File: src/rtl/adc_sample_src_pkg.sv
// rtl/adc_sample_src_pkg.sv - shared constants and LFSR step for the synthetic ADC sample source
package adc_sample_src_pkg;

    // Pattern select; code 3 falls through to ramp.
    localparam logic [1:0] MODE_RAMP  = 2'd0;
    localparam logic [1:0] MODE_LFSR  = 2'd1;
    localparam logic [1:0] MODE_CONST = 2'd2;

    // Fibonacci x^16+x^14+x^13+x^11+1: taps on bits 15,13,12,10.
    localparam logic [15:0] LFSR_SEED = 16'hACE1;
    localparam logic [15:0] LFSR_TAPS = 16'hB400;

    // Sample word layout {ch, seq, value}.
    localparam int CH_LSB  = 28;
    localparam int CH_W    = 4;
    localparam int SEQ_LSB = 16;
    localparam int SEQ_W   = 12;
    localparam int VAL_LSB = 0;
    localparam int VAL_W   = 16;

    localparam int STAT_W  = 32;

    // Shift left, XOR of tapped bits enters at bit 0; a non-zero seed never reaches 0.
    function automatic logic [15:0] lfsr_next(input logic [15:0] s);
        return {s[14:0], ^(s & LFSR_TAPS)};
    endfunction

endpackage

File: src/rtl/axis_fifo2.sv
// rtl/axis_fifo2.sv - two-entry AXI-Stream output buffer with push/full and same-cycle push+pop when full
//
// Ports:
//   clk, rst_n          clock, asynchronous active-low reset (empties the buffer)
//   push, push_data     write request; accepted when not full or when a pop happens this cycle
//   full                both entries occupied
//   m_axis_tdata/tvalid head entry / non-empty
//   m_axis_tready       downstream ready; pop on tvalid && tready
module axis_fifo2 #(
    parameter int W = 32
) (
    input  logic         clk,
    input  logic         rst_n,
    input  logic         push,
    input  logic [W-1:0] push_data,
    output logic         full,
    output logic [W-1:0] m_axis_tdata,
    output logic         m_axis_tvalid,
    input  logic         m_axis_tready
);

    logic [W-1:0] mem_q [2];
    logic [W-1:0] mem_d [2];
    logic         wr_q, wr_d;
    logic         rd_q, rd_d;
    logic [1:0]   cnt_q, cnt_d;
    logic         pop;
    logic         push_ok;

    assign full          = (cnt_q == 2'd2);
    assign m_axis_tvalid = (cnt_q != 2'd0);
    assign m_axis_tdata  = mem_q[rd_q];

    always_comb begin
        mem_d   = mem_q;
        wr_d    = wr_q;
        rd_d    = rd_q;
        cnt_d   = cnt_q;
        pop     = m_axis_tvalid && m_axis_tready;
        // When full, wr and rd point at the same slot; the head is read out
        // combinationally this cycle before the new word overwrites it.
        push_ok = push && (!full || pop);
        if (push_ok) begin
            mem_d[wr_q] = push_data;
            wr_d        = ~wr_q;
        end
        if (pop) begin
            rd_d = ~rd_q;
        end
        case ({push_ok, pop})
            2'b10:   cnt_d = cnt_q + 2'd1;
            2'b01:   cnt_d = cnt_q - 2'd1;
            default: cnt_d = cnt_q;
        endcase
    end

    always_ff @(posedge clk or negedge rst_n) begin
        if (!rst_n) begin
            mem_q[0] <= '0;
            mem_q[1] <= '0;
            wr_q     <= 1'b0;
            rd_q     <= 1'b0;
            cnt_q    <= 2'd0;
        end else begin
            mem_q    <= mem_d;
            wr_q     <= wr_d;
            rd_q     <= rd_d;
            cnt_q    <= cnt_d;
        end
    end

endmodule

File: src/rtl/adc_sample_src.sv
// rtl/adc_sample_src.sv - synthetic interleaved ADC sample source on an AXI-Stream master
//
// Ports:
//   aclk, aresetn       clock, asynchronous active-low reset
//   ctrl_enable         run; rising edge restarts counter/ch/seq/ramp/LFSR
//   ctrl_mode           0 ramp, 1 LFSR, 2 constant, 3 ramp
//   ctrl_div            sample period minus 1 in aclk cycles
//   ctrl_step           ramp increment per tick
//   ctrl_const          constant-mode value
//   ctrl_clr            clears stat counters (wins over increments)
//   m_axis_*            sample stream {ch[3:0], seq[11:0], value[15:0]}
//   stat_sent/drop      saturating handshake / overflow counters
//   stat_busy           enabled or buffer non-empty
module adc_sample_src
    import adc_sample_src_pkg::*;
#(
    parameter int C_DIV_WIDTH = 16,
    parameter int C_NUM_CH    = 4
) (
    input  logic                   aclk,
    input  logic                   aresetn,
    input  logic                   ctrl_enable,
    input  logic [1:0]             ctrl_mode,
    input  logic [C_DIV_WIDTH-1:0] ctrl_div,
    input  logic [15:0]            ctrl_step,
    input  logic [15:0]            ctrl_const,
    input  logic                   ctrl_clr,
    output logic [31:0]            m_axis_tdata,
    output logic                   m_axis_tvalid,
    input  logic                   m_axis_tready,
    output logic [STAT_W-1:0]      stat_sent,
    output logic [STAT_W-1:0]      stat_drop,
    output logic                   stat_busy
);

    localparam logic [CH_W-1:0] CH_LAST = CH_W'(C_NUM_CH - 1);

    logic                   en_q, en_d;
    logic [C_DIV_WIDTH-1:0] cnt_q, cnt_d;
    logic [CH_W-1:0]        ch_q, ch_d;
    logic [SEQ_W-1:0]       seq_q, seq_d;
    logic [VAL_W-1:0]       ramp_q, ramp_d;
    logic [15:0]            lfsr_q, lfsr_d;
    logic [STAT_W-1:0]      sent_q, sent_d;
    logic [STAT_W-1:0]      drop_q, drop_d;

    logic                   tick;
    logic [VAL_W-1:0]       value;
    logic [31:0]            sample_word;
    logic                   fifo_full;
    logic                   pop;

    // Tick generation and per-tick state advance.
    always_comb begin
        en_d   = ctrl_enable;
        cnt_d  = cnt_q;
        ch_d   = ch_q;
        seq_d  = seq_q;
        ramp_d = ramp_q;
        lfsr_d = lfsr_q;
        tick   = 1'b0;
        if (!ctrl_enable) begin
            cnt_d = '0;
        end else if (!en_q) begin
            cnt_d  = '0;
            ch_d   = '0;
            seq_d  = '0;
            ramp_d = '0;
            lfsr_d = LFSR_SEED;
        end else if (cnt_q > ctrl_div) begin
            // Divider shrunk below the running count: realign without a tick.
            cnt_d = '0;
        end else if (cnt_q == ctrl_div) begin
            tick   = 1'b1;
            cnt_d  = '0;
            ch_d   = (ch_q == CH_LAST) ? '0 : ch_q + 1'b1;
            seq_d  = seq_q + 1'b1;
            ramp_d = ramp_q + ctrl_step;
            lfsr_d = lfsr_next(lfsr_q);
        end else begin
            cnt_d = cnt_q + 1'b1;
        end
    end

    always_comb begin
        case (ctrl_mode)
            MODE_LFSR:  value = lfsr_q;
            MODE_CONST: value = ctrl_const;
            default:    value = ramp_q;
        endcase
        sample_word                   = '0;
        sample_word[CH_LSB +: CH_W]   = ch_q;
        sample_word[SEQ_LSB +: SEQ_W] = seq_q;
        sample_word[VAL_LSB +: VAL_W] = value;
    end

    axis_fifo2 #(
        .W (32)
    ) u_fifo (
        .clk           (aclk),
        .rst_n         (aresetn),
        .push          (tick),
        .push_data     (sample_word),
        .full          (fifo_full),
        .m_axis_tdata  (m_axis_tdata),
        .m_axis_tvalid (m_axis_tvalid),
        .m_axis_tready (m_axis_tready)
    );

    assign pop = m_axis_tvalid && m_axis_tready;

    always_comb begin
        sent_d = sent_q;
        drop_d = drop_q;
        if (ctrl_clr) begin
            sent_d = '0;
            drop_d = '0;
        end else begin
            if (pop && (sent_q != '1)) begin
                sent_d = sent_q + 1'b1;
            end
            if (tick && fifo_full && !pop && (drop_q != '1)) begin
                drop_d = drop_q + 1'b1;
            end
        end
    end

    assign stat_sent = sent_q;
    assign stat_drop = drop_q;
    assign stat_busy = ctrl_enable || m_axis_tvalid;

    always_ff @(posedge aclk or negedge aresetn) begin
        if (!aresetn) begin
            en_q   <= 1'b0;
            cnt_q  <= '0;
            ch_q   <= '0;
            seq_q  <= '0;
            ramp_q <= '0;
            lfsr_q <= LFSR_SEED;
            sent_q <= '0;
            drop_q <= '0;
        end else begin
            en_q   <= en_d;
            cnt_q  <= cnt_d;
            ch_q   <= ch_d;
            seq_q  <= seq_d;
            ramp_q <= ramp_d;
            lfsr_q <= lfsr_d;
            sent_q <= sent_d;
            drop_q <= drop_d;
        end
    end

endmodule

File: config.mk
export PLATFORM = sky130hd
export DESIGN_NAME = adc_sample_src
export DESIGN_NICKNAME = d
export VERILOG_FILES = /design/src/rtl/adc_sample_src_pkg.sv /design/src/rtl/axis_fifo2.sv /design/src/rtl/adc_sample_src.sv
export SDC_FILE = /design/constraint.sdc
export NUM_CORES = 1
export LEC_CHECK = 0
export BUFFER_PORTS_ARGS = -buffer_cell sky130_fd_sc_hd__buf_2
export CAP_MARGIN = 10
export CORE_MARGIN = 5
export CORE_UTILIZATION = 60
export CTS_CLUSTER_SIZE = 25
export DETAILED_ROUTE_END_ITERATION = 8
export GPL_TIMING_DRIVEN = 1
export PLACE_DENSITY = 0.89
export SYNTH_ARGS = -nofsm -noshare
export SYNTH_HDL_FRONTEND = slang
export SYNTH_SLANG_ARGS = --single-unit
File: constraint.sdc
create_clock -name aclk -period 8 [get_ports aclk]
set_clock_uncertainty 0.15 [all_clocks]
set_input_delay 0.4 -clock aclk [delete_from_list [all_inputs] [get_ports aclk]]
set_output_delay 0.4 -clock aclk [all_outputs]
set_load 0.005 [all_outputs]
==> impl_metrics.toml, run 1 <==
[route]
wl_per_cell_um = 17.3
routed_wl_mm = 24.5
drt_iter0_drc = 620
met2_length_mm = 11.7
wl_met3_mm = 1.59
dr.pass1.iters = 5
num_vias = 8451
drc = 0
viasPerCell = 5.95
highest_layer = "met4"
postRouteAntennaNets = 0
wl_met1_mm = 10.6

[placed_design]
gp_congestion = 0.892
hpwl_mm = 17.2
io_buffers = 152
dp_slack_ns = 4.22

[clocking]
cts_buffers = 17
cts_setup_buffers = 0
cts.sinks = 197
cts.path.max_buffers = 2
htree_levels = 4
clockRootBuffer = "clkbuf_16"
clk_latency_ns = 0.44
clkTransAtPathRegs_ns = 0.08
cts_tree = "yes"
cts_hold_repair.buffers = 0
cts_resized = 0

[worst_setup_path]
end_kind = "flop"
path_class = "reg2reg"
startpoint_type = "flop"
cpPeakStageDelay_ns = 0.79
path_max_fanout = 20
arrival_ns = 3.91
r2r_cells = 7
path_cells = "ha_1, nand4_1, nor4_1, nand3_1, nor4_2, nand2b_1, mux2_1"
crit_slowest_cell = "nor4_2"
required_ns = 8.17

[die]
start_util = 0.608
die-area_um2 = 20100
die_h_um = 142
core_area_um2 = 17200
io_pins = 153
die-width_um = 142
row_count = 48

[cells_and_area]
antennaDiodeCount = 0
synthToLayoutAreaGrowth_pct = 14.3
drive_above_1_share = 0.229
fillers = 1294
finish.net_count = 1277

[yosys]
syn_area_per_cell_um2 = 9.92
syn_area_um2 = 10400
synth_cells = 1053
synth.distinct_cells = 59
syn_nets = 1148
synth_edf_count = 0
synthArstFlopShare = 1.00
ys.flop_type = "dfrtp_1"
ys_ff_latch = 197
yosysWarnings = 0
ys_seq_area_frac = 0.473

[global_route]
grt_overflow = 0
grt_pass1_wl_mm = 41.6
grt_use_total = 0.251
grt_antenna_before_repair = 0
grt_max_degree = 133
grt_pass1_vias = 8334

[sta]
hold_viol = 11
timing.final.ws_setup_ns = 4.26
holdWs_ns = -0.0629
fin_tns_setup_ns = 0
min_period_ns = 3.74
setup_viol = 0
fin_crit_sh = 0.468
rsz0062_at_grt = "false"
drv_slew = 0
relSlewSlack = 0.258
worstMarginPinSlew_ns = 1.11
max_freq_ghz = 0.267

[power_and_ir_drop]
p_comb_frac = 0.103
power_frac_seq = 0.491
leakagePower_nw = 5.83
switchingPower_w = 0.000571
swShare = 0.270
power.share.clock = 0.406
ir_worst_vdd_mv = 0.167
power.density_nw_per_um2 = 177
p_int_w = 0.00155

[flow_run]
max_cap_viol_count = 0

[run_status]
outcome = "complete, but fails checks"
violations = "negative hold slack"

[hold_path]
hp-class = "in2async"
[critical path: cells and delay by family, from the launching register on]
kind | cells | cell delay, ns
flops | 1 | 0.46
mux | 1 | 0.34
fa+ha+maj | 1 | 0.33
simple gates | 5 | 2.35
[synth_stat cells, drive strengths merged (5+ instances only)]
cell type  number  area share
dfrtp         189        0.45
nor2          111       0.040
nand2         101       0.036
o21ai          75       0.036
mux2           65       0.070
xnor2          56       0.047
clkbuf         41       0.015
a21oi          39       0.019
ha             39       0.047
nand3          39       0.019
inv            34       0.012
xor2           32       0.027
nand4          25       0.016
nor3           25       0.013
and3           20       0.012
a22oi          16       0.011
nor4           16       0.012
a22o           15       0.013
and4           15       0.013
a21o            8      0.0057
buf             8      0.0050
dfstp           8       0.020
o31ai           8      0.0057
o22a            7      0.0059
and2            6      0.0036
or3             6      0.0036
a211oi          5      0.0036
mux2i           5      0.0048
[cell type report]
class,count,area (µm²),share of cell area
flip-flops and latches,197,4940,0.414
inverters,34,128,0.0107
repair buffers,159,822,0.0688
multi-input cells,773,5180,0.434
well taps,225,282,0.0236
clock inverters,14,159,0.0133
clock buffers,18,429,0.0359
[through the flow]
stage | hold slack [ns] | util | power [W] | instances | cell area [µm²]
after floorplan | -0.0456 | - | 0.00120 | 1053 | 10400
after global placement | 0.305 | 0.661 | 0.00127 | 1388 | 11400
after detailed placement | 0.317 | 0.661 | 0.00128 | 1388 | 11400
after CTS | 0.0290 | 0.695 | 0.00213 | 1420 | 11900
after global routing | 0.0281 | 0.695 | 0.00221 | 1420 | 11900
final | -0.0629 | 0.695 | 0.00212 | 1420 | 11900
[placed cells by master, fill, tap and decap left out, types with 7 or more instances in the layout]
master,Yosys,layout
xor2_1,32,32
nor3_1,23,23
dfstp_2,8,8
a22o_1,15,15
nor2_1,111,111
ha_1,39,39
a21oi_1,39,39
o22a_1,7,7
clkbuf_16,0,17
buf_4,0,7
mux2_2,62,62
xnor2_1,56,56
and4_1,15,15
buf_2,6,151
nand3_1,39,38
nor4_1,13,13
a22oi_1,16,16
inv_1,34,34
dfrtp_1,189,189
o21ai_0,74,73
nand4_1,24,24
nand2_1,101,101
a21o_1,8,8
o31ai_1,8,8
and3_1,20,20
[registers in the layout, summed over array words and instances, names as in the netlist]
signal        count
stat_drop        32
u_fifo.cnt_q      2
seq_q            12
cnt_q            16
u_fifo.mem_q     64
u_fifo.rd_q       1
ch_q              4
u_fifo.wr_q       1
en_q              1
lfsr_q           16
stat_sent        32
ramp_q           16
[power groups by stage]
| stage | registers (W) | logic [W] | clock network [W] |
|---|---|---|---|
| global route | 0.00104 | 0.000244 | 0.000921 |
| floorplan | 0.00104 | 0.000153 | 0 |
| global placement | 0.00106 | 0.000215 | 0 |
| CTS | 0.00104 | 0.000220 | 0.000871 |
| detailed placement | 0.00106 | 0.000219 | 0 |
| finish | 0.00104 | 0.000218 | 0.000859 |
[cells by family (layout without fill, tap and decap cells)]
kind of cell,after synthesis,in the layout,synth area share
flip-flops,197,197,0.473
XOR/XNOR,88,88,0.0738
adder cells (fa/ha/maj),40,40,0.0486
buffers and inverters,83,225,0.0320
multiplexers,70,70,0.0749
AND/OR/NAND/NOR,379,379,0.179
AO/OA/AOI/OAI,196,196,0.119
[metal layers]
metal | global-route usage | vias to the layer above
li1 | - | 3997
met1 | 0.347 | 4117
met2 | 0.403 | 286
met3 | 0.0501 | 51
met4 | 0.0803 | 0
met5 | 0 | -
[path summary, 6_finish.rpt]
check                                start               to  slack, ns
hold reg to reg            u_fifo.mem_q[8]  u_fifo.mem_q[8]       0.33
setup / recovery                 cnt_q[11]    stat_drop[31]       4.26
min in group aclk              ctrl_enable             en_q       0.07
hold / removal                     aresetn         cnt_q[3]      -0.06
max in group asynchronous          aresetn    stat_sent[15]       6.35
setup reg to reg                 cnt_q[11]    stat_drop[31]       4.26
(Power assumes the default switching activity.)
==> run 2: changes to the inputs <==
CORE_UTILIZATION = 58   (was 60)
PLACE_DENSITY = 0.87   (was 0.89)
clock period = 3.6 ns   (was 8 ns; I/O delays follow)
==> run 2 against run 1 <==
Against the previous run:
- the flow now finishes without violations
- fmax increased by 15%
- die area increased by 3.2%
- final cell count increased by 1.2%
- critical endpoint is now u_fifo.mem_q[42]
- largest power group unchanged
==> impl_metrics.toml, run 2 (synthesis gave the netlist of run 1 again) <==
[cells_and_area]
synthToLayoutAreaGrowth_pct = 15.8
antennaDiodeCount = 0
layout_commonest_cell = "dfrtp_1"
stdcell_count = 1437
final_cell_mix = "dfrtp_1 (189), buf_2 (151), nor2_1 (111)"
finalInstanceArea_um2 = 12100
finish.net_count = 1290
drive_above_1_share = 0.235
regMostFlops = "u_fifo.mem_q"
largest_register_ffs = 64

[placed_design]
dp.cells = 1401
io_buffers = 152
placed_area_um2 = 11400
dp_slack_ns = 0.340
gp_congestion = 0.925
hpwl_mm = 17.4

[clocking]
cts_tree = "yes"
cts.sinks = 197
cts_setup_buffers = 0
htree_levels = 4
cts_buffers = 17
clk_latency_ns = 0.43
clockRootBuffer = "clkbuf_16"
cts_resized = 0
cts.path.max_buffers = 2
clkTransAtPathRegs_ns = 0.08

[die]
die-width_um = 144
row_count = 49
core_area_um2 = 17800
start_util = 0.586
io_pins = 153
die-area_um2 = 20800
die_h_um = 144

[worst_setup_path]
cpPeakStageDelay_ns = 0.70
crit_slowest_cell = "or3_1"
startpoint_type = "flop"
required_ns = 3.75
path_max_fanout = 19
path_cells = "ha_1, nand4_1, nor4_1, nand4_1, or3_1, buf_4, nand2_1, o21ai_0"
critPathMostFrequentCell = "nand4_1"
end_kind = "flop"
path_class = "reg2reg"
arrival_ns = 3.40

[route]
dr.pass1.iters = 5
drc = 0
viasPerCell = 5.87
drt_iter0_drc = 698
postRouteAntennaNets = 0
routed_wl_mm = 24.6
wl_per_cell_um = 17.1
num_vias = 8431

[sta]
hold_viol = 0
timing.final.ws_setup_ns = 0.355
min_period_ns = 3.25
max_freq_ghz = 0.308
holdWs_ns = 0.0465
fin_crit_sh = 0.901
drv_slew = 0
setup_viol = 0
fin_tns_setup_ns = 0
worstMarginPinSlew_ns = 0.928
relSlewSlack = 0.381
rsz0062_at_grt = "false"

[power_and_ir_drop]
swShare = 0.275
power.density_nw_per_um2 = 395
ir_worst_vdd_mv = 0.357
power.share.clock = 0.413
p_int_w = 0.00347
power_frac_seq = 0.483
switchingPower_w = 0.00132
leakagePower_nw = 5.91
p_comb_frac = 0.104

[global_route]
grt_pass1_vias = 8340
grt_antenna_before_repair = 0
grt_use_total = 0.242
grt_max_degree = 113
grt_pass1_wl_mm = 41.0
grt_overflow = 0

[run_status]
outcome = "finished, final reports clean"

[hold_path]
hp-class = "in2reg"

[flow_run]
max_cap_viol_count = 0
run 2: changes by cell type in the layout (fill, tap and decap cells not counted), moves of 2 or more:
cell and delta:
buf_4 +8, clkinv_8 +2, inv_6 -5, dlygate4sd3_1 +4, inv_8 +3
run 2: power groups by stage:
stage | clock [W] | combinational (W) | sequential [W]
2_1_floorplan | 0 | 0.000340 | 0.00232
5_1_grt | 0.00210 | 0.000551 | 0.00232
3_3_place_gp | 0 | 0.000480 | 0.00235
4_1_cts | 0.00201 | 0.000501 | 0.00231
6_report | 0.00198 | 0.000497 | 0.00231
3_5_place_dp | 0 | 0.000492 | 0.00235
run 2: final cells by class:
| cell class | instances | area (µm²) |
|---|---|---|
| sequential | 197 | 4940 |
| timing repair buffer | 172 | 942 |
| clock inverter | 15 | 199 |
| inverter | 34 | 128 |
| clock buffer | 17 | 425 |
| tap | 229 | 287 |
| fill | 1357 | 5740 |
| multi-input combinational | 773 | 5180 |
run 2: what timing repair did:
item / 4_1_cts / 5_1_grt
endpoints found under the hold margin: 105 / 0
endpoints found under the setup margin: 0 / 0
hold buffers: 4 / 0
run 2: final timing paths:
check | depth (start not counted) | end | from | slack, ns
hold reg to reg | 2 | u_fifo.mem_q[10] | u_fifo.mem_q[10] | 0.33
setup reg to reg | 8 | u_fifo.mem_q[42] | cnt_q[11] | 0.35
max in group asynchronous | 3 | u_fifo.mem_q[54] | aresetn | 2.11
setup / recovery | 8 | u_fifo.mem_q[42] | cnt_q[11] | 0.35
hold / removal | 5 | u_fifo.mem_q[9] | ctrl_const[9] | 0.05
min in group asynchronous | 2 | cnt_q[8] | aresetn | 0.27
run 2: per-layer routing:
layer / global-route usage / wire (µm) / vias up
met4: 0.0746 / 537 / 0
met2: 0.393 / 12000 / 280
met3: 0.0427 / 1510 / 38
met1: 0.335 / 10600 / 4089
met5: 0 / 0 / -
li1: - / - / 4024
run 2: through the flow:
stage,util,power (W)
final,0.678,0.00478
after global routing,0.678,0.00497
after CTS,0.678,0.00483
after detailed placement,0.641,0.00285
after global placement,0.641,0.00283
after floorplan,-,0.00266
run 2: critical path, delay by kind of cell, from the launching register on:
kind / cells / cell delay [ns]
and+or+nand+nor: 5 / 1.75
DFF: 1 / 0.45
buffers and inverters: 1 / 0.35
adders and majority gates: 1 / 0.32
AOI/OAI and AO/OA: 1 / 0.09
==> run 3: changes to the inputs <==
CAP_MARGIN = 20   (was 10)
SYNTH_HIERARCHICAL = 1   (was default)
==> run 3 against run 2 <==
Against the previous run:
- clock-buffer cell count is 1 higher
- sequential share of layout area is 0.19 points lower
- synthesized cell count is 4.9% lower
- fmax is 6.5% higher
- critical path type unchanged
- critical endpoint is now u_fifo/mem_q[41]
- largest cell class unchanged
- largest power group unchanged
- highest routed layer unchanged
==> impl_metrics.toml, run 3 <==
[cells_and_area]
regMostFlops = "u_fifo/mem_q"
layout_commonest_cell = "dfrtp_1"
finish.net_count = 1246
finalInstanceArea_um2 = 12200
postLayoutCoreUtil = 0.677
fillers = 1366
antennaDiodeCount = 0
largest_register_ffs = 64
drive_above_1_share = 0.266
synthToLayoutAreaGrowth_pct = 15.3
final_cell_mix = "dfrtp_1 (189), buf_2 (151), nor2_1 (88)"

[clocking]
cts.sinks = 197
clkTransAtPathRegs_ns = 0.08
clk_latency_ns = 0.43
clockRootBuffer = "clkbuf_16"
cts_tree = "yes"
htree_levels = 4
cts.path.max_buffers = 2
cts_buffers = 17

[sta]
fin_tns_setup_ns = 0
relSlewSlack = 0.401
hold_viol = 0
fin_crit_sh = 0.846
setup_viol = 0
rsz0062_at_grt = "false"
min_period_ns = 3.05
drv_slew = 0
worstMarginPinSlew_ns = 0.899
timing.final.ws_setup_ns = 0.554
max_freq_ghz = 0.328

[global_route]
grt_pass1_vias = 8203
grt_antenna_before_repair = 0
grt_overflow = 0
grt_max_degree = 98
grt_use_total = 0.236
grt_pass1_wl_mm = 40.2

[placed_design]
placed_area_um2 = 11500
hpwl_mm = 17.2
dp_slack_ns = 0.583
io_buffers = 152
gp_congestion = 0.855

[yosys]
ys_seq_area_frac = 0.468
syn_nets = 1096
syn_area_um2 = 10500
synth.area.top_cells = "dfrtp_1 (45%), mux2_2 (6.8%), ha_1 (4.6%)"
ys_ff_latch = 197
synth.most_common_cell = "dfrtp_1"
synth_edf_count = 0
syn_area_per_cell_um2 = 10.5
yosysWarnings = 6
ys_top_cells_by_count = "dfrtp_1 (189), nor2_1 (88), nand2_1 (82), o21ai_0 (69), mux2_2 (64)"
synth_cells = 1001
yosysTopAreaCellShare = 0.448
synthArstFlopShare = 1.00
yosys.area.top_type = "dfrtp_1"
synth.distinct_cells = 63
ys.flop_type = "dfrtp_1"

[power_and_ir_drop]
power_frac_seq = 0.499
power_w = 0.00467
ir_worst_vdd_mv = 0.441
power.density_nw_per_um2 = 384
swShare = 0.275
leakagePower_nw = 5.92
p_int_w = 0.00339
p_comb_frac = 0.108
switchingPower_w = 0.00128
power.share.clock = 0.393

[worst_setup_path]
path_class = "reg2reg"
cpPeakStageDelay_ns = 0.48
crit_family = "simple AND/OR/NAND/NOR gates"
path_cells = "ha_1, nand4_1, nor4_4, nand2_1, inv_1, nor3b_4, buf_4, mux2_2"
required_ns = 3.76
critical_path_buf_inv_count = 2
worstReg2RegStart = "cnt_q[5]"
path_max_fanout = 23
crit_slowest_cell = "nor4_4"
arrival_ns = 3.21
setup.worst_path.start = "cnt_q[5]"
startpoint_type = "flop"
end_kind = "flop"

[route]
viasPerCell = 5.95
drt_iter0_drc = 511
num_vias = 8292
postRouteAntennaNets = 0
wl_per_cell_um = 17.6
routed_wl_mm = 24.5
dr.pass1.iters = 5
drc = 0

[flow_run]
max_cap_viol_count = 0

[die]
start_util = 0.587
die_h_um = 145
die-area_um2 = 21000
io_pins = 153
row_count = 49
core_area_um2 = 18000
die-width_um = 145

[hold_path]
hp-class = "in2reg"
worstHoldStart = "ctrl_step[1]"

[run_status]
outcome = "finished, final reports clean"
-- run 3: cell types whose count changed after synthesis, sizes merged, moves of 14 or more --
| cell | change |
|---|---|
| mux2 | +31 |
| xnor2 | -23 |
| nor2 | -22 |
| nand2 | -19 |
| nor3 | -14 |
| clkbuf | -17 |
-- run 3: cells by family (layout without fill, tap and decap cells) --
family | Yosys count | after routing | share of synthesized area
flops | 197 | 197 | 0.468
fa+ha+maj | 40 | 40 | 0.0482
mux | 101 | 101 | 0.118
buf+inv | 70 | 233 | 0.0297
simple gates | 326 | 326 | 0.158
compound gates | 192 | 192 | 0.116
xor+xnor | 75 | 75 | 0.0623
-- run 3: final timing paths --
| path | endpoint | slack, ns | cells after the start |
|---|---|---|---|
| worst max-delay path | u_fifo/mem_q[41] | 0.55 | 8 |
| worst min-delay path | ramp_q[1] | 0.03 | 3 |
| worst max register to register | u_fifo/mem_q[41] | 0.55 | 8 |
| worst min register to register | u_fifo/mem_q[9] | 0.34 | 1 |
| max in group asynchronous | stat_drop[8] | 2.16 | 3 |
| min in group asynchronous | ramp_q[3] | 0.23 | 2 |
-- run 3: worst min-delay path, delay by kind of cell --
family	cells	cell delay, ns
buffers and inverters	1	0.11
adder cells (fa/ha/maj)	1	0.17
AO/OA/AOI/OAI	1	0.12
-- run 3: per-stage QoR --
stage	hold slack, ns	cells
floorplan	-0.266	1001
global placement	0.153	1355
finish	0.0320	1393
CTS	0.0165	1392
detailed placement	0.149	1355
global route	0.0256	1393
-- run 3: what timing repair did --
item | CTS | global route
hold buffers | 5 | 0
setup buffers | 0 | 0
endpoints found under the hold margin | 98 | 0
gates resized for setup | 0 | 0
-- run 3: power by group through the flow --
| stage | Combinational, W | Clock [W] | Sequential, W |
|---|---|---|---|
| after floorplan | 0.000324 | 0 | 0.00235 |
| after global placement | 0.000482 | 0 | 0.00236 |
| after detailed placement | 0.000497 | 0 | 0.00237 |
| after CTS | 0.000505 | 0.00186 | 0.00233 |
| after global routing | 0.000559 | 0.00197 | 0.00234 |
| final | 0.000505 | 0.00184 | 0.00233 |
-- run 3: per-layer routing --
metal | track usage | share of wire | up-vias
li1 | - | - | 3910
met1 | 0.311 | 0.42 | 4071
met2 | 0.390 | 0.49 | 271
met3 | 0.0601 | 0.064 | 40
met4 | 0.0668 | 0.022 | 0
met5 | 0 | 0 | -
-- run 3: cell type report --
cell class	instances	area, µm²	area share
Clock buffer	18	429	0.0353
Clock inverter	14	131	0.0108
Inverter	32	120	0.00988
Multi-Input combinational cell	734	5310	0.436
Sequential cell	197	4940	0.406
Tap cell	229	287	0.0236
Timing Repair Buffer	169	947	0.0779
